## src/rtl/operm_ctrl_burst.sv

```systemverilog
// operm_ctrl_burst: control-path join for the output permutation stage.
// Queues {code, burst length} control words from the kp source and opens the
// data path for exactly len+1 beats per legal word; illegal codes are dropped.
// Optional statistics counters are built when OPERM_CTRL_STATS_EN is defined;
// otherwise stat_beats / stat_drops are tied to zero.

module operm_ctrl_burst #(
  parameter int unsigned          SELW       = 4,
  parameter int unsigned          LENW       = 4,
  parameter int unsigned          DEPTH      = 4,
  parameter logic [2**SELW-1:0]   VALID_MASK = {2**SELW{1'b1}},
  parameter int unsigned          CNTW       = 16
) (
  input  logic            clk,
  input  logic            reset_n,
  input  logic            t_kp_req,
  output logic            t_kp_ack,
  input  logic [SELW-1:0] k_ctrl,
  input  logic [LENW-1:0] k_len,
  input  logic            t_dat_req,
  output logic            t_dat_ack,
  output logic            i_dat_req,
  input  logic            i_dat_ack,
  output logic [SELW-1:0] i_ctrl,
  output logic            i_last,
  output logic            err_invalid,
  output logic [CNTW-1:0] stat_beats,
  output logic [CNTW-1:0] stat_drops
);

  localparam int unsigned PTRW = $clog2(DEPTH);
  localparam int unsigned OCCW = PTRW + 1;

  typedef enum logic [0:0] {
    ST_IDLE = 1'b0,
    ST_RUN  = 1'b1
  } state_e;

  // Registered state
  state_e          state_q, state_d;
  logic [SELW-1:0] ctrl_mem_q [DEPTH];
  logic [LENW-1:0] len_mem_q  [DEPTH];
  logic [PTRW-1:0] wr_ptr_q, wr_ptr_d;
  logic [PTRW-1:0] rd_ptr_q, rd_ptr_d;
  logic [OCCW-1:0] count_q, count_d;
  logic [LENW-1:0] beat_cnt_q, beat_cnt_d;
  logic [SELW-1:0] last_ctrl_q, last_ctrl_d;
  logic            err_q, err_d;

  // Combinational helpers
  logic            full_s;
  logic            illegal_s;
  logic            kp_ack_s;
  logic            push_s;
  logic            drop_s;
  logic            run_s;
  logic [SELW-1:0] head_ctrl_s;
  logic [LENW-1:0] head_len_s;
  logic            last_s;
  logic            xfer_s;
  logic            pop_s;

  // Handshake decode: the kp ack is gated by reset_n so it is low while reset is held
  always_comb begin
    full_s      = (count_q == OCCW'(DEPTH));
    illegal_s   = ~VALID_MASK[k_ctrl];
    kp_ack_s    = reset_n & t_kp_req & (~full_s | illegal_s);
    push_s      = kp_ack_s & ~illegal_s;
    drop_s      = kp_ack_s & illegal_s;
    run_s       = (state_q == ST_RUN);
    head_ctrl_s = ctrl_mem_q[rd_ptr_q];
    head_len_s  = len_mem_q[rd_ptr_q];
    last_s      = run_s & (beat_cnt_q == head_len_s);
    xfer_s      = run_s & t_dat_req & i_dat_ack;
    pop_s       = xfer_s & last_s;
  end

  // Next-state computation for queue pointers, occupancy, beat counter and FSM
  always_comb begin
    wr_ptr_d    = wr_ptr_q;
    rd_ptr_d    = rd_ptr_q;
    count_d     = count_q;
    beat_cnt_d  = beat_cnt_q;
    last_ctrl_d = last_ctrl_q;
    err_d       = drop_s;

    if (push_s) begin
      wr_ptr_d = wr_ptr_q + PTRW'(1);
    end else begin
      wr_ptr_d = wr_ptr_q;
    end

    if (pop_s) begin
      rd_ptr_d = rd_ptr_q + PTRW'(1);
    end else begin
      rd_ptr_d = rd_ptr_q;
    end

    case ({push_s, pop_s})
      2'b10:   count_d = count_q + OCCW'(1);
      2'b01:   count_d = count_q - OCCW'(1);
      default: count_d = count_q;
    endcase

    if (pop_s) begin
      beat_cnt_d = {LENW{1'b0}};
    end else if (xfer_s) begin
      beat_cnt_d = beat_cnt_q + LENW'(1);
    end else begin
      beat_cnt_d = beat_cnt_q;
    end

    // Remember the code being applied so i_ctrl can hold it once the queue drains
    if (run_s) begin
      last_ctrl_d = head_ctrl_s;
    end else begin
      last_ctrl_d = last_ctrl_q;
    end

    // RUN exactly while a word sits at the queue head
    if (count_d != {OCCW{1'b0}}) begin
      state_d = ST_RUN;
    end else begin
      state_d = ST_IDLE;
    end
  end

  // Control FSM, queue storage and pointer registers
  always_ff @(posedge clk or negedge reset_n) begin
    if (!reset_n) begin
      state_q     <= ST_IDLE;
      wr_ptr_q    <= {PTRW{1'b0}};
      rd_ptr_q    <= {PTRW{1'b0}};
      count_q     <= {OCCW{1'b0}};
      beat_cnt_q  <= {LENW{1'b0}};
      last_ctrl_q <= {SELW{1'b0}};
      err_q       <= 1'b0;
      for (int i = 0; i < int'(DEPTH); i++) begin
        ctrl_mem_q[i] <= {SELW{1'b0}};
        len_mem_q[i]  <= {LENW{1'b0}};
      end
    end else begin
      state_q     <= state_d;
      wr_ptr_q    <= wr_ptr_d;
      rd_ptr_q    <= rd_ptr_d;
      count_q     <= count_d;
      beat_cnt_q  <= beat_cnt_d;
      last_ctrl_q <= last_ctrl_d;
      err_q       <= err_d;
      if (push_s) begin
        ctrl_mem_q[wr_ptr_q] <= k_ctrl;
        len_mem_q[wr_ptr_q]  <= k_len;
      end
    end
  end

  // Output steering: data path is a pure req/ack pass-through while RUN
  always_comb begin
    t_kp_ack    = kp_ack_s;
    i_dat_req   = run_s & t_dat_req;
    t_dat_ack   = run_s & i_dat_ack;
    i_last      = last_s;
    err_invalid = err_q;
    if (run_s) begin
      i_ctrl = head_ctrl_s;
    end else begin
      i_ctrl = last_ctrl_q;
    end
  end

`ifdef OPERM_CTRL_STATS_EN
  logic [CNTW-1:0] stat_beats_q, stat_beats_d;
  logic [CNTW-1:0] stat_drops_q, stat_drops_d;

  // Saturating statistics next-state
  always_comb begin
    if (xfer_s && (stat_beats_q != {CNTW{1'b1}})) begin
      stat_beats_d = stat_beats_q + CNTW'(1);
    end else begin
      stat_beats_d = stat_beats_q;
    end
    if (drop_s && (stat_drops_q != {CNTW{1'b1}})) begin
      stat_drops_d = stat_drops_q + CNTW'(1);
    end else begin
      stat_drops_d = stat_drops_q;
    end
  end

  // Statistics registers, cleared only by reset
  always_ff @(posedge clk or negedge reset_n) begin
    if (!reset_n) begin
      stat_beats_q <= {CNTW{1'b0}};
      stat_drops_q <= {CNTW{1'b0}};
    end else begin
      stat_beats_q <= stat_beats_d;
      stat_drops_q <= stat_drops_d;
    end
  end

  assign stat_beats = stat_beats_q;
  assign stat_drops = stat_drops_q;
`else
  assign stat_beats = {CNTW{1'b0}};
  assign stat_drops = {CNTW{1'b0}};
`endif

endmodule

```

## config.mk

```make
export PLATFORM = sky130hd
export DESIGN_NAME = operm_ctrl_burst
export DESIGN_NICKNAME = d
export VERILOG_FILES = /design/src/rtl/operm_ctrl_burst.sv
export SDC_FILE = /design/constraint.sdc
export NUM_CORES = 1
export LEC_CHECK = 0
export ABC_AREA = 0
export BUFFER_PORTS_ARGS = -buffer_cell sky130_fd_sc_hd__buf_4
export CORE_AREA = 10 10 111 113
export CTS_CLUSTER_DIAMETER = 50
export DETAILED_ROUTE_END_ITERATION = 10
export DIE_AREA = 0 0 121 123
export HOLD_SLACK_MARGIN = 0.05
export SLEW_MARGIN = 25
export SYNTH_ARGS = -nofsm -noshare
export SYNTH_HDL_FRONTEND = slang
export SYNTH_SLANG_ARGS = --single-unit
```

## constraint.sdc

```tcl
create_clock -name clk -period 3.9 [get_ports clk]
set_input_delay 0.195 -clock clk [delete_from_list [all_inputs] [get_ports clk]]
set_output_delay 0.195 -clock clk [all_outputs]
set_load 0.005 [all_outputs]
```

* Word-level counts from Yosys, hierarchy flattened *
Memories as Yosys holds them, arrays and structs flattened.
Cells that the tools add are included.

cells by class
  add/subtract/negate cells = 5
  magnitude comparators = 4
  equal/unequal tests = 4
  muxes and demuxes = 16
  bitwise logic cells = 14
  reductions and logical operators = 3

operators with widths
  cell                                                      number
  bitwise mux 16 bit                                        2
  two-way mux 4 bit                                         8
  binary-select mux 4 bit (select 2 bit)                    2
  AND 1 bit                                                 9
  demux 4 bit (select 2 bit)                                1
  greater-or-equal comparator 3 bit, second input constant  2
  inverter 2 -> 3 bit                                       2
  case mux 3 bit (2 select lines)                           1
  < comparator 4 x 5 -> 1 bit, second input constant        1
  adder 2 x 1 -> 2 bit, second input constant               2
  adder 4 x 1 -> 4 bit, second input constant               1
  == test 4 bit                                             1
  adder 3 x 1 -> 3 bit, second input constant               1
  == test 3 bit, second input constant                      1
  < comparator 3 x 1 -> 1 bit, second input constant        1
  nonzero test 3 bit                                        1
  subtractor 3 x 1 -> 3 bit, second input constant          1
  == test 2 x 1 -> 1 bit, second input constant             1
  == test 2 bit, second input constant                      1
  two-way mux 1 bit                                         2
  inverter 1 bit                                            2
  nonzero test 2 bit                                        1
  logical AND 1 bit                                         1
  OR 1 bit                                                  1

word-level totals
  register bits = 49
  bits in read-only memories = 16
  bits of input ports = 13
  output and inout port bits = 41
  logic and storage cells = 62
  memories kept = 1

memory list
  memory            depth  bits a word  read ports  clocked after Yosys merged registers in  wr ports  RTL line  RTL
  (name not given)  16     1            1           0                                        0         66        illegal_s = ~VALID_MASK[k_ctrl];

* Longest topological paths before layout *
Gate-level depths: netlist (run 1).

  depth after elaboration = 11
  depth in mapped cells = 11
  mapped depth without buffers = 10

* Least setup slack after synthesis (run 1) *
OpenSTA, ideal clock, no wires.

  kind = register to register
  start point = reg rd_ptr_q[0]
  end point = reg state_q (netlist: run_s)
  library setup time = 131 ps
  data arrival time = 2,744 ps
  required time = 3,769 ps
  slack = 1,024 ps
  cell stages (with the launch flop) = 10
  path buffers = 1
  clock period less this slack = 2,876 ps
  cell sequence = dfrtp_1 > buf_6 > mux4_2 > xnor2_2 > o2111ai_4 > nor2_2 > ha_1 > fa_1 > mux2_2 > or3_1

between the ends
  cells in the longest elaborated chain, start to end = 11
  elaborated cells between the ends (all ways) = 12
  classes of those cells = eq/ne: 3; mux: 5; bitwise: 3; reduce/logical: 1

RTL lines
  item                                                            RTL line  RTL
  start, declared                                                 44        logic [PTRW-1:0] rd_ptr_q, rd_ptr_d;
  start signal, assigned                                          133       rd_ptr_q <= {PTRW{1'b0}};
  start signal, assigned                                          145       rd_ptr_q <= rd_ptr_d;
  inverter 2 -> 3 bit (not written as such) *                     72        head_len_s = len_mem_q[rd_ptr_q];
  binary-select mux 4 bit (select 2 bit) *                        72
  two-way mux 4 bit (not written as such) * (2 in series)         72
  == test 4 bit *                                                 73        last_s = run_s & (beat_cnt_q == head_len_s);
  AND 1 bit *                                                     73
  AND 1 bit *                                                     75        pop_s = xfer_s & last_s;
  == test 2 x 1 -> 1 bit / == test 2 bit (equally long branches)  99        case ({push_s, pop_s})
  case mux 3 bit (2 select lines) *                               99
  via count_d[1]                                                  45        logic [OCCW-1:0] count_q, count_d;
  nonzero test 3 bit *                                            121       if (count_d != {OCCW{1'b0}}) begin
  two-way mux 1 bit *                                             121
  via state_d                                                     40        state_e state_q, state_d;
  end signal, assigned                                            143       state_q <= state_d;
  end, declared                                                   40

The timed path passes the listed nets; every way through them passes the cells marked *. The select of a mux whose other input is x is not followed.
A chain may end at the register's enable or synchronous reset.

* Final worst setup path (run 1) *
Same ends and word-level chain as after synthesis.

==> results by group, run 1 <==
Floorplanning
  • Placeable core area: 0.0101 mm^2
  • Row count: 37
  • Die area: 0.0149 mm^2
  • Initial cell density of the core: 25.3%
  • I/O pin total: 54
  • Width of the die: 121 um
  • Die span in y: 123 um

Yosys
  • Cells taking the most area after synthesis: dfrtp_1 (47%), mux2_2 (16%), buf_4 (9.6%)
  • Avg Inst Size Synth: 13.2 um^2
  • Gate count after technology mapping: 195
  • Simple-gate portion of the synthesized area: 5.50%
  • Fraction of post-synthesis cell area in the top cell type by area: 46.8%
  • Fraction of the yosys area taken by sequential cells: 46.8%
  • Yosys Warn Count: 0
  • Flip-flop and latch count after synthesis: 48
  • Count of unique library cells instantiated by Yosys: 29
  • Share of the synthesized netlist area taken by xor and xnor gates: 3.95%
  • Mux share of post-synthesis cell area: 24.8%
  • Dominant combinational cell family by area after synthesis: multiplexers
  • Synthesized-area fraction occupied by adder cells: 3.70%
  • Synthesized-area fraction occupied by ao, oa, aoi and oai cells: 2.63%
  • Netlist area before placement: 0.00257 mm^2
  • Top cell type by total area after synthesis: dfrtp_1

STA
  • Setup-failing EPs final: 0
  • Endpoints failing hold: 0
  • TNS Setup: 0 ps
  • Unrepaired setup endpoints after global routing: no
  • Pins Over Slew Limit: 0
  • Maximum frequency from static timing analysis: 299 MHz
  • Hold WS: 141 ps
  • Final worst clock skew: 8.79 ps
  • Slew @ Worst Pin: 624 ps
  • Worst slew margin relative to its limit: 58.4%
  • Final Cycle Share: 85.9%
  • Final Critical Period: 3350 ps

Detailed routing
  • Vias after detailed routing: 1,400
  • Number of remaining DRC errors: 0
  • Via density per instance: 3.95
  • WL/cell: 13.3 um
  • Number of iterations in the first detailed-routing pass: 4
  • Total Wirelength: 4.71 mm
  • Starting DRT DRC Count: 55
  • Antenna viol nets, final: 0

Global routing
  • GRT overflow: 0
  • Global-route wire length before repair: 7.60 mm
  • Initial antenna violation count: 0
  • Via count of the first global-routing pass: 1,392
  • Overall track demand over capacity in global routing: 6.45%
  • Largest net degree at the start of global routing: 49

Placement
  • HPWL after detailed placement: 3.46 mm
  • Placed instance count: 345
  • Input/output buffers: 20
  • Last weighted congestion value of the routability-driven placer: 0.745

Setup path
  • Cell-by-cell listing of the critical path: mux4_1, xnor2_2, o2111ai_4, nor2_2, ha_1, fa_1, mux2_2, or3_1
  • Crit path max fanout: 12
  • Arrival time at the worst endpoint: 3530 ps
  • Critical Path Max Stage Delay: 690 ps
  • Crit path required time: 4080 ps
  • FF-to-FF End: run_s
  • Cell count of the worst reg-to-reg path: 8
  • Category of the critical setup timing path: register to register
  • Worst setup SP type: register
  • Register-to-register setup slack: 550 ps
  • Kind of end point of the critical path: register
  • Crit Reg-Reg Startpoint: rd_ptr_q[0]
  • Slowest CP cell: dfrtp_1

Final layout
  • Fraction of final layout cells sized beyond drive strength 1: 33.9%
  • Leading cell type in the layout, fill and taps excluded: dfrtp_1
  • Post-synthesis to final-layout area growth: 10.4%
  • Finished Layout Cells: 354
  • Ant diodes: 0
  • Most frequent cells in the layout: dfrtp_1 (48), mux2_2 (37), conb_1 (33)
  • Number of fillers in the final layout: 1,046
  • Count of nets after finishing: 237

Clocking
  • TritonCTS clock tree: yes
  • CTS buffer count: 5
  • Num Clock Sinks: 48
  • H-tree Lvls: 2
  • Clock Pin Slew Worst Setup and Hold Paths: 100 ps
  • Number of setup buffers added after CTS: 0
  • Clock root cell: clkbuf_8
  • Clk buf depth: 2
  • Clock latency at the later pin of the worst-skew pair: 300 ps

Run status
  • Result of the run: finished, final reports clean

Run
  • Max-cap violations: 0

Power and ir drop
  • Worst ir drop on vdd: 0.000265 V
  • Static power due to leakage: 1.27 nW
  • Total Power: 2.07 mW
  • Power density relative to cell area: 730 mW/mm^2

Min path
  • Worst hold path endpoint: ctrl_mem_q[3]
  • Worst hold path type: input port to register
  • Hold path startpoint: k_ctrl[3]
  • Count of cells along the worst hold path: 2
[worst max path at each step]
| stage | startpoint | endpoint |
|---|---|---|
| after floorplan | rd_ptr_q[0] | run_s |
| after global placement | rd_ptr_q[0] | run_s |
| after detailed placement | rd_ptr_q[0] | run_s |
| after CTS | rd_ptr_q[0] | run_s |
| after global routing | rd_ptr_q[0] | run_s |
| final | rd_ptr_q[0] | run_s |
[metrics by stage]
stage	worst slack, ps	cell area, um^2	util [%]
2_1_floorplan	1020	2690	-
3_3_place_gp	652	2730	26.9
5_1_grt	378	2840	28.0
4_1_cts	544	2840	28.0
6_report	550	2840	28.0
3_5_place_dp	571	2730	26.9
[power by group]
part / total [mW] / internal [mW] / leakage [nW] / switching (mW)
Combinational: 0.831 / 0.509 / 0.656 / 0.323
Clock: 0.318 / 0.144 / 0.0434 / 0.174
Sequential: 0.921 / 0.742 / 0.571 / 0.179
Total: 2.07 / 1.40 / 1.27 / 0.676
[sequential cells by signal, summed over array words and instances, names as in the netlist]
signal / flops
rd_ptr_q: 2
len_mem_q: 16
last_ctrl_q: 4
beat_cnt_q: 4
count_q: 3
run_s: 1
wr_ptr_q: 2
ctrl_mem_q: 16
[logic make-up after synthesis]
group           count (synthesis)
other cells                     1
compound gates                  9
simple gates                   26
flops                          48
buf+inv                        47
fa+ha+maj                       7
xor+xnor                        9
mux                            48
[area by class of cell]
| cell class | count | area (um^2) | area share (%) |
|---|---|---|---|
| clock buffers | 6 | 82.6 | 2.91 |
| clock inverters | 2 | 15.0 | 0.529 |
| inverters | 7 | 26.3 | 0.926 |
| multi-input cells | 132 | 1170 | 41.1 |
| flip-flops and latches | 48 | 1200 | 42.3 |
| well taps | 136 | 170 | 6.00 |
| repair buffers | 23 | 175 | 6.18 |
[critical path, delay by kind of cell (launching register included)]
| kind | cells | cell delay [ps] |
|---|---|---|
| compound gates | 1 | 190 |
| xor+xnor | 1 | 190 |
| fa+ha+maj | 2 | 640 |
| flops | 1 | 690 |
| mux | 2 | 970 |
| simple gates | 2 | 540 |
[Yosys cell counts]
master,instances
conb_1,1
o21ai_0,4
a21oi_1,3
fa_1,1
nand3_1,3
nor3_2,1
nor3_1,1
mux4_1,6
buf_6,2
o2111ai_4,1
or3_1,1
xnor2_2,3
ha_1,6
mux4_2,1
mux2i_1,4
nand2_1,8
nor2_1,2
mux2_2,37
dfrtp_1,48
buf_2,5
o22ai_1,1
inv_1,7
or3b_1,1
buf_4,33
and2_1,6
xnor2_1,4
nor2_2,1
nand3b_1,2
xor2_1,2
[layer usage]
layer | track usage [%] | share of wire, %
met1 | 7.95 | 43
met2 | 10.4 | 47
met3 | 1.87 | 7.9
met4 | 2.71 | 1.5
met5 | 0 | 0
[repair_timing]
action                    CTS  global route
hold endpoints to repair   39             0
resized for setup           0             0
hold buffers                1             0
Power figures use the tool's default switching activity.
==> run 2, diff against run 1 <==
--- a/config.mk
+++ b/config.mk
@@ -5,12 +5,12 @@
 export SDC_FILE = /design/constraint.sdc
 export NUM_CORES = 1
 export LEC_CHECK = 0
-export ABC_AREA = 0
+export ABC_AREA = 1
 export BUFFER_PORTS_ARGS = -buffer_cell sky130_fd_sc_hd__buf_4
-export CORE_AREA = 10 10 111 113
+export CORE_AREA = 10 10 110 112
 export CTS_CLUSTER_DIAMETER = 50
 export DETAILED_ROUTE_END_ITERATION = 10
-export DIE_AREA = 0 0 121 123
+export DIE_AREA = 0 0 120 122
 export HOLD_SLACK_MARGIN = 0.05
 export SLEW_MARGIN = 25
 export SYNTH_ARGS = -nofsm -noshare
==> run 2 against run 1 <==
  * Sequential power is 2% higher
  * Non-clock buffer count is 1 lower
  * Hold slack better by 41 ps
==> results by group, run 2 <==
Detailed routing
  • Number of iterations in the first detailed-routing pass: 4 (unchanged)
  • Vias after detailed routing: 1,873 (was 1,400)
  • Highest metal layer with signal wires: met4 (unchanged)
  • Total Wirelength: 5.31 mm (was 4.71 mm)
  • WL/cell: 11.6 um (was 13.3 um)
  • Metal-1 WL: 2.55 mm (was 2.03 mm)
  • Antenna viol nets, final: 0 (unchanged)
  • Starting DRT DRC Count: 113 (was 55)
  • Met3 layer wire length in the routed design: 421 um (was 373 um)
  • Sum of met2 wire segment lengths after detailed routing: 2.27 mm (was 2.23 mm)
  • Via density per instance: 4.08 (was 3.95)
  • Number of remaining DRC errors: 0 (unchanged)

Run status
  • Result of the run: finished, final reports clean (unchanged)

Global routing
  • Initial antenna violation count: 0 (unchanged)
  • Largest net degree at the start of global routing: 49 (unchanged)
  • GRT overflow: 0 (unchanged)
  • Via count of the first global-routing pass: 1,896 (was 1,392)
  • Overall track demand over capacity in global routing: 7.41% (was 6.45%)
  • Global-route wire length before repair: 9.10 mm (was 7.60 mm)

Power and ir drop
  • Static power due to leakage: 1.42 nW (was 1.27 nW)
  • Total Power: 2.11 mW (was 2.07 mW)
  • Comb pwr share: 38.3% (was 40.2%)
  • Power dissipated by switching net loads: 0.838 mW (was 0.676 mW)
  • Sw frac: 39.7% (was 32.6%)
  • Cell Int Power: 1.27 mW (was 1.40 mW)
  • Proportion of power drawn by flip-flops and latches: 44.6% (was 44.5%)
  • Power density relative to cell area: 752 mW/mm^2 (was 730 mW/mm^2)
  • Worst ir drop on vdd: 0.000274 V (was 0.000265 V)
  • Fraction of power consumed by the clock network: 17.1% (was 15.4%)

Clocking
  • TritonCTS clock tree: yes (unchanged)
  • Clock root cell: clkbuf_8 (unchanged)
  • Clock latency at the later pin of the worst-skew pair: 300 ps (about the same)
  • Clk buf depth: 2 (unchanged)
  • Number of setup buffers added after CTS: 0 (unchanged)
  • H-tree Lvls: 2 (unchanged)
  • Num Clock Sinks: 48 (unchanged)
  • CTS buffer count: 5 (unchanged)
  • Clock Pin Slew Worst Setup and Hold Paths: 90 ps (was 100 ps)

Yosys
  • Yosys Warn Count: 0 (unchanged)
  • Gate count after technology mapping: 303 (was 195)
  • Cells taking the most area after synthesis: dfrtp_1 (47%), nand2_1 (11%), buf_4 (9.8%) (was dfrtp_1 (47%), mux2_2 (16%), buf_4 (9.6%))
  • Count of unique library cells instantiated by Yosys: 28 (was 29)
  • Most frequently used cell type in the post-synthesis netlist: nand2_1 (was dfrtp_1)
  • Flip-flop and latch count after synthesis: 48 (unchanged)
  • Top cell type by total area after synthesis: dfrtp_1 (unchanged)
  • Share of flip-flops with an asynchronous set or reset: 100% (unchanged)
  • Avg Inst Size Synth: 8.38 um^2 (was 13.2 um^2)
  • Netlist area before placement: 0.00254 mm^2 (was 0.00257 mm^2)
  • Top cell types by occurrence after synthesis: nand2_1 (77), dfrtp_1 (48), o21ai_0 (39), buf_4 (33), nor2_1 (26) (was dfrtp_1 (48), mux2_2 (37), buf_4 (33), nand2_1 (8), inv_1 (7))
  • EDFF count, synth: 0 (unchanged)
  • Fraction of post-synthesis cell area in the top cell type by area: 47.3% (was 46.8%)
  • Fraction of the yosys area taken by sequential cells: 47.3% (was 46.8%)
  • Primary FF master, synth: dfrtp_1 (unchanged)

STA
  • Unrepaired setup endpoints after global routing: no (unchanged)
  • TNS Setup: 0 ps (unchanged)
  • Final setup margin: 753 ps (was 550 ps)
  • Worst slew margin relative to its limit: 56.5% (was 58.4%)
  • Final Critical Period: 3150 ps (was 3350 ps)
  • Final worst clock skew: 7.13 ps (was 8.79 ps)
  • Pins Over Slew Limit: 0 (unchanged)
  • Final Cycle Share: 80.7% (was 85.9%)
  • Maximum frequency from static timing analysis: 318 MHz (was 299 MHz)
  • Slew @ Worst Pin: 652 ps (was 624 ps)
  • Endpoints failing hold: 0 (unchanged)
  • Setup-failing EPs final: 0 (unchanged)

Final layout
  • Number of fillers in the final layout: 1,080 (was 1,046)
  • Fraction of final layout cells sized beyond drive strength 1: 11.5% (was 33.9%)
  • Flip-flop and latch area: 0.00120 mm^2 (unchanged)
  • Leading cell type in the layout, fill and taps excluded: nand2_1 (was dfrtp_1)
  • Multi-input gate area in the final layout: 0.00107 mm^2 (was 0.00117 mm^2)
  • Final non-filler cell area: 0.00280 mm^2 (was 0.00284 mm^2)
  • Count of nets after finishing: 342 (was 237)
  • Post-synthesis to final-layout area growth: 10.4% (about the same)
  • Most frequent cells in the layout: nand2_1 (77), dfrtp_1 (48), o21ai_0 (39) (was dfrtp_1 (48), mux2_2 (37), conb_1 (33))
  • Registers with the most flip-flops: ctrl_mem_q x16, len_mem_q x16 (unchanged)
  • Ant diodes: 0 (unchanged)

Placement
  • HPWL after detailed placement: 3.95 mm (was 3.46 mm)
  • Area of placed instances: 0.00268 mm^2 (was 0.00273 mm^2)
  • Input/output buffers: 20 (unchanged)
  • Last weighted congestion value of the routability-driven placer: 0.776 (was 0.745)
  • Post-placement worst setup slack: 789 ps (was 571 ps)

Min path
  • Count of cells along the worst hold path: 3 (was 2)
  • Worst hold path endpoint: ctrl_mem_q[5] (was ctrl_mem_q[3])
  • Worst hold path type: input port to register (unchanged)
  • Hold path startpoint: k_ctrl[1] (was k_ctrl[3])

Setup path
  • Crit Reg-Reg Startpoint: rd_ptr_q[0] (unchanged)
  • Register-to-register setup slack: 750 ps (was 550 ps)
  • Cell count of the worst reg-to-reg path: 12 (was 8)
  • Worst setup SP type: register (unchanged)
  • Arrival time at the worst endpoint: 3340 ps (was 3530 ps)
  • Kind of end point of the critical path: register (unchanged)
  • Cell-by-cell listing of the critical path: inv_4, nand2_1, nand3_1, nand2_1, nor2_1, nor2_1, nand4_1, inv_2, ha_1, fa_1, mux2_2, or3_1 (was mux4_1, xnor2_2, o2111ai_4, nor2_2, ha_1, fa_1, mux2_2, or3_1)
  • Worst setup path startpoint: rd_ptr_q[0] (unchanged)
  • Crit path required time: 4090 ps (was 4080 ps)
  • Category of the critical setup timing path: register to register (unchanged)
  • Crit path max fanout: 19 (was 12)
  • FF-to-FF End: run_s (unchanged)
  • Slowest CP cell: dfrtp_1 (unchanged)
  • Top delay family on crit path: simple AND/OR/NAND/NOR gates (was multiplexers)
  • Critical Path Max Stage Delay: 770 ps (was 690 ps)
  • Buffer and inverter count on the worst path: 2 (was 0)

Floorplanning
  • Die span in y: 122 um (was 123 um)
  • Die area: 0.0146 mm^2 (was 0.0149 mm^2)
  • Row count: 37 (unchanged)
  • I/O pin total: 54 (unchanged)
  • Initial cell density of the core: 25.3% (about the same)
  • Width of the die: 120 um (was 121 um)
  • Placeable core area: 0.0100 mm^2 (was 0.0101 mm^2)

Run
  • Max-cap violations: 0 (unchanged)
==> run 2: cell types whose count changed in the layout (fill, tap and decap cells not counted), sizes merged, moves of 7 or more <==
cell / previous run / this run
nand2: 8 / 79
o21ai: 4 / 43
mux2: 37 / 1
nor2: 3 / 27
inv: 7 / 22
nand3: 3 / 14
mux4: 7 / 0
==> run 2: worst min-delay path: stages <==
cell and delay, ps:
buf_4 80, inv_1 50, o21ai_1 130
==> run 2: cells by family (layout without fill, tap and decap cells) <==
logic type | after synthesis | after routing | synth area share, %
AND/OR/NAND/NOR | 126 | 126 | 20.5
buffers and inverters | 64 | 52 | 15.3
AO/OA/AOI/OAI | 50 | 50 | 10.5
flip-flops | 48 | 48 | 47.3
adder cells (fa/ha/maj) | 7 | 7 | 3.75
XOR/XNOR | 6 | 6 | 2.07
other | 1 | 33 | 0.148
multiplexers | 1 | 1 | 0.444
==> run 2: power by group through the flow <==
| stage | combinational (mW) | clock (mW) | sequential (mW) |
|---|---|---|---|
| 6_report | 0.807 | 0.359 | 0.941 |
| 5_1_grt | 0.948 | 0.390 | 0.979 |
| 4_1_cts | 0.824 | 0.373 | 0.943 |
| 3_5_place_dp | 0.824 | 0 | 0.948 |
| 3_3_place_gp | 0.790 | 0 | 0.948 |
| 2_1_floorplan | 0.678 | 0 | 0.854 |
==> run 2: worst max-delay path by stage <==
stage | end | slack [ps] | cells past startpoint
after global routing | run_s | 550 | 15
after CTS | run_s | 770 | 12
after floorplan | run_s | 1410 | 14
final | run_s | 750 | 12
after detailed placement | run_s | 790 | 12
after global placement | run_s | 910 | 12
==> run 2: cell type report <==
type	count	share of cell area, %
flip-flops and latches	48	42.8
multi-input cells	223	38.1
well taps	136	6.07
repair buffers	22	5.98
inverters	22	3.03
clock buffers	5	2.45
clock inverters	3	1.52
==> run 2: what timing repair did <==
item,in CTS,in global routing
hold buffers,1,0
resized for setup,0,0
endpoints found under the setup margin,0,0
hold endpoints to repair,48,0
==> run 2: metal layers <==
| metal | vias up | GRT usage, % |
|---|---|---|
| met5 | - | 0 |
| met4 | 0 | 2.87 |
| met3 | 8 | 3.15 |
| met2 | 48 | 10.9 |
| met1 | 879 | 9.46 |
| li1 | 938 | - |
==> run 2: per-stage QoR <==
stage,hold WS (ps),util (%),instances
2_1_floorplan,-101,-,335
3_3_place_gp,363,26.7,450
5_1_grt,193,27.9,459
4_1_cts,185,27.9,459
6_report,183,27.9,459
3_5_place_dp,366,26.7,450
==> run 3, diff against run 2 <==
--- a/config.mk
+++ b/config.mk
@@ -5,12 +5,12 @@
 export SDC_FILE = /design/constraint.sdc
 export NUM_CORES = 1
 export LEC_CHECK = 0
-export ABC_AREA = 1
+export ABC_AREA = 0
 export BUFFER_PORTS_ARGS = -buffer_cell sky130_fd_sc_hd__buf_4
-export CORE_AREA = 10 10 110 112
+export CORE_AREA = 10 10 111 113
 export CTS_CLUSTER_DIAMETER = 50
 export DETAILED_ROUTE_END_ITERATION = 10
-export DIE_AREA = 0 0 120 122
+export DIE_AREA = 0 0 121 123
 export HOLD_SLACK_MARGIN = 0.05
 export SLEW_MARGIN = 25
 export SYNTH_ARGS = -nofsm -noshare
==> constraint.sdc (replaced) <==
create_clock -name clk -period 3.1 [get_ports clk]
set_input_delay 0.155 -clock clk [delete_from_list [all_inputs] [get_ports clk]]
set_output_delay 0.155 -clock clk [all_outputs]
set_load 0.005 [all_outputs]
==> run 3 against run 2 <==
  * Sequential share of layout area down 1.1 points
  * First-iteration DRC count down 35%
  * Cell count down 22%
  * Clock power up 27%
  * Count of clock-buffer cells in the layout unchanged
  * Via count down 27%
  * Critical path type unchanged
  * Largest cell class unchanged
  * Hold slack worse by 74 ps
  * Wire length down 13%
  * Critical path depth down 4
  * Die area up 1.7%
  * Power up 28%
==> results by group, run 3 (same netlist as run 1, synthesis figures left out) <==
Detailed routing
  • Via density per instance: 3.84 (was 4.08)
  • Starting DRT DRC Count: 74 (was 113)
  • WL/cell: 12.9 um (was 11.6 um)
  • Vias after detailed routing: 1,374 (was 1,873)
  • Total Wirelength: 4.62 mm (was 5.31 mm)
  • Antenna viol nets, final: 0 (unchanged)
  • Number of iterations in the first detailed-routing pass: 4 (unchanged)
  • Number of remaining DRC errors: 0 (unchanged)

STA
  • Hold WS: 108 ps (was 183 ps)
  • Worst slew margin relative to its limit: 60.6% (was 56.5%)
  • Pins Over Slew Limit: 0 (unchanged)
  • Endpoints failing hold: 0 (unchanged)
  • Maximum frequency from static timing analysis: 337 MHz (was 318 MHz)
  • Unrepaired setup endpoints after global routing: no (unchanged)
  • TNS Setup: 0 ps (unchanged)
  • Final Cycle Share: 95.7% (was 80.7%)
  • Final worst clock skew: 5.58 ps (was 7.13 ps)
  • Slew @ Worst Pin: 592 ps (was 652 ps)
  • Final Critical Period: 2970 ps (was 3150 ps)
  • Setup-failing EPs final: 0 (unchanged)

Clocking
  • Clk buf depth: 2 (unchanged)
  • Clock Pin Slew Worst Setup and Hold Paths: 90 ps (about the same)
  • CTS buffer count: 5 (unchanged)
  • Clock root cell: clkbuf_8 (unchanged)
  • Num Clock Sinks: 48 (unchanged)
  • H-tree Lvls: 2 (unchanged)
  • TritonCTS clock tree: yes (unchanged)
  • Clock latency at the later pin of the worst-skew pair: 300 ps (about the same)

Setup path
  • Kind of end point of the critical path: register (unchanged)
  • Crit path max fanout: 5 (was 19)
  • Arrival time at the worst endpoint: 3150 ps (was 3340 ps)
  • Crit Reg-Reg Startpoint: rd_ptr_q[0] (unchanged)
  • Worst setup SP type: register (unchanged)
  • FF-to-FF End: run_s (unchanged)
  • Category of the critical setup timing path: register to register (unchanged)
  • Register-to-register setup slack: 130 ps (was 750 ps)
  • Crit path required time: 3280 ps (was 4090 ps)
  • Cell count of the worst reg-to-reg path: 8 (was 12)

Min path
  • Worst hold path endpoint: ctrl_mem_q[15] (was ctrl_mem_q[5])
  • Count of cells along the worst hold path: 2 (was 3)
  • Hold path startpoint: k_ctrl[3] (was k_ctrl[1])
  • Worst hold path type: input port to register (unchanged)

Final layout
  • Leading cell type in the layout, fill and taps excluded: dfrtp_1 (was nand2_1)
  • Count of nets after finishing: 241 (was 342)
  • Fraction of final layout cells sized beyond drive strength 1: 36.0% (was 11.5%)
  • Most frequent cells in the layout: dfrtp_1 (46), mux2_2 (37), conb_1 (33) (was nand2_1 (77), dfrtp_1 (48), o21ai_0 (39))
  • Post-synthesis to final-layout area growth: 12.4% (was 10.4%)
  • Number of fillers in the final layout: 1,035 (was 1,080)
  • Registers with the most flip-flops: ctrl_mem_q x16, len_mem_q x16 (unchanged)
  • Ant diodes: 0 (unchanged)

Global routing
  • Via count of the first global-routing pass: 1,483 (was 1,896)
  • Largest net degree at the start of global routing: 49 (unchanged)
  • Initial antenna violation count: 0 (unchanged)
  • Global-route wire length before repair: 7.56 mm (was 9.10 mm)
  • Overall track demand over capacity in global routing: 6.34% (was 7.41%)
  • GRT overflow: 0 (unchanged)

Floorplanning
  • Row count: 37 (unchanged)
  • Die area: 0.0149 mm^2 (was 0.0146 mm^2)
  • Initial cell density of the core: 25.3% (about the same)
  • Placeable core area: 0.0101 mm^2 (was 0.0100 mm^2)
  • Width of the die: 121 um (was 120 um)
  • I/O pin total: 54 (unchanged)
  • Die span in y: 123 um (was 122 um)

Power and ir drop
  • Worst ir drop on vdd: 0.000414 V (was 0.000274 V)
  • Static power due to leakage: 1.30 nW (was 1.42 nW)
  • Power density relative to cell area: 933 mW/mm^2 (was 752 mW/mm^2)

Run status
  • Result of the run: finished, final reports clean (unchanged)

Placement
  • Input/output buffers: 20 (unchanged)
  • HPWL after detailed placement: 3.57 mm (was 3.95 mm)
  • Last weighted congestion value of the routability-driven placer: 0.712 (was 0.776)

Run
  • Max-cap violations: 0 (unchanged)
-- run 3: routing by layer --
metal  vias to the layer above  GRT usage (%)  share of wire [%]
met5                         -              0                  0
met4                         0           2.71                1.4
met3                         8           2.19                8.2
met2                        40           10.9                 50
met1                       676           7.02                 40
li1                        650              -                  -
-- run 3: where the power goes --
group	internal [mW]	switching [mW]	leakage [nW]
Sequential	0.937	0.209	0.569
Combinational	0.664	0.427	0.675
Clock	0.243	0.213	0.0548
-- run 3: worst max path at each step --
| stage | from | depth (start not counted) | endpoint | slack [ps] |
|---|---|---|---|---|
| 6_report | rd_ptr_q[0] | 8 | run_s | 130 |
| 5_1_grt | rd_ptr_q[0] | 9 | run_s | 0.7 |
| 4_1_cts | rd_ptr_q[0] | 8 | run_s | 60 |
| 3_5_place_dp | rd_ptr_q[0] | 8 | run_s | 70 |
| 3_3_place_gp | rd_ptr_q[0] | 8 | run_s | 170 |
| 2_1_floorplan | rd_ptr_q[0] | 9 | run_s | 220 |
-- run 3: cell type report --
cell class | instances | area (um^2) | area share [%]
clock buffers | 5 | 68.8 | 2.38
clock inverters | 3 | 46.3 | 1.60
inverters | 7 | 26.3 | 0.910
multi-input cells | 132 | 1170 | 40.4
flip-flops and latches | 48 | 1200 | 41.7
well taps | 136 | 170 | 5.90
repair buffers | 27 | 205 | 7.11
-- run 3: worst max-delay path: stages (launching register included) --
cell and delay [ps]:
dfrtp_2 430, mux4_1 610, xnor2_2 200, o2111ai_4 150, nor2_2 170, ha_1 230
fa_1 430, mux2_2 280, or3_1 350
-- run 3: stage by stage --
step / power [mW] / setup slack [ps] / utilization (%) / area [um^2] / std cells
6_report: 2.69 / 133 / 28.5 / 2890 / 358
5_1_grt: 2.91 / 0.738 / 28.5 / 2890 / 358
4_1_cts: 2.74 / 56.1 / 28.4 / 2880 / 358
3_5_place_dp: 2.28 / 67.8 / 27.2 / 2760 / 349
3_3_place_gp: 2.23 / 174 / 27.2 / 2760 / 349
2_1_floorplan: 1.98 / 224 / - / 2690 / 227
-- run 3: what timing repair did --
| item | 4_1_cts | 5_1_grt |
|---|---|---|
| hold buffers | 1 | 0 |
| buffers inserted | 0 | 0 |
| setup endpoints to repair | 0 | 1 |
| hold endpoints to repair | 48 | 0 |
| resized for setup | 0 | 2 |
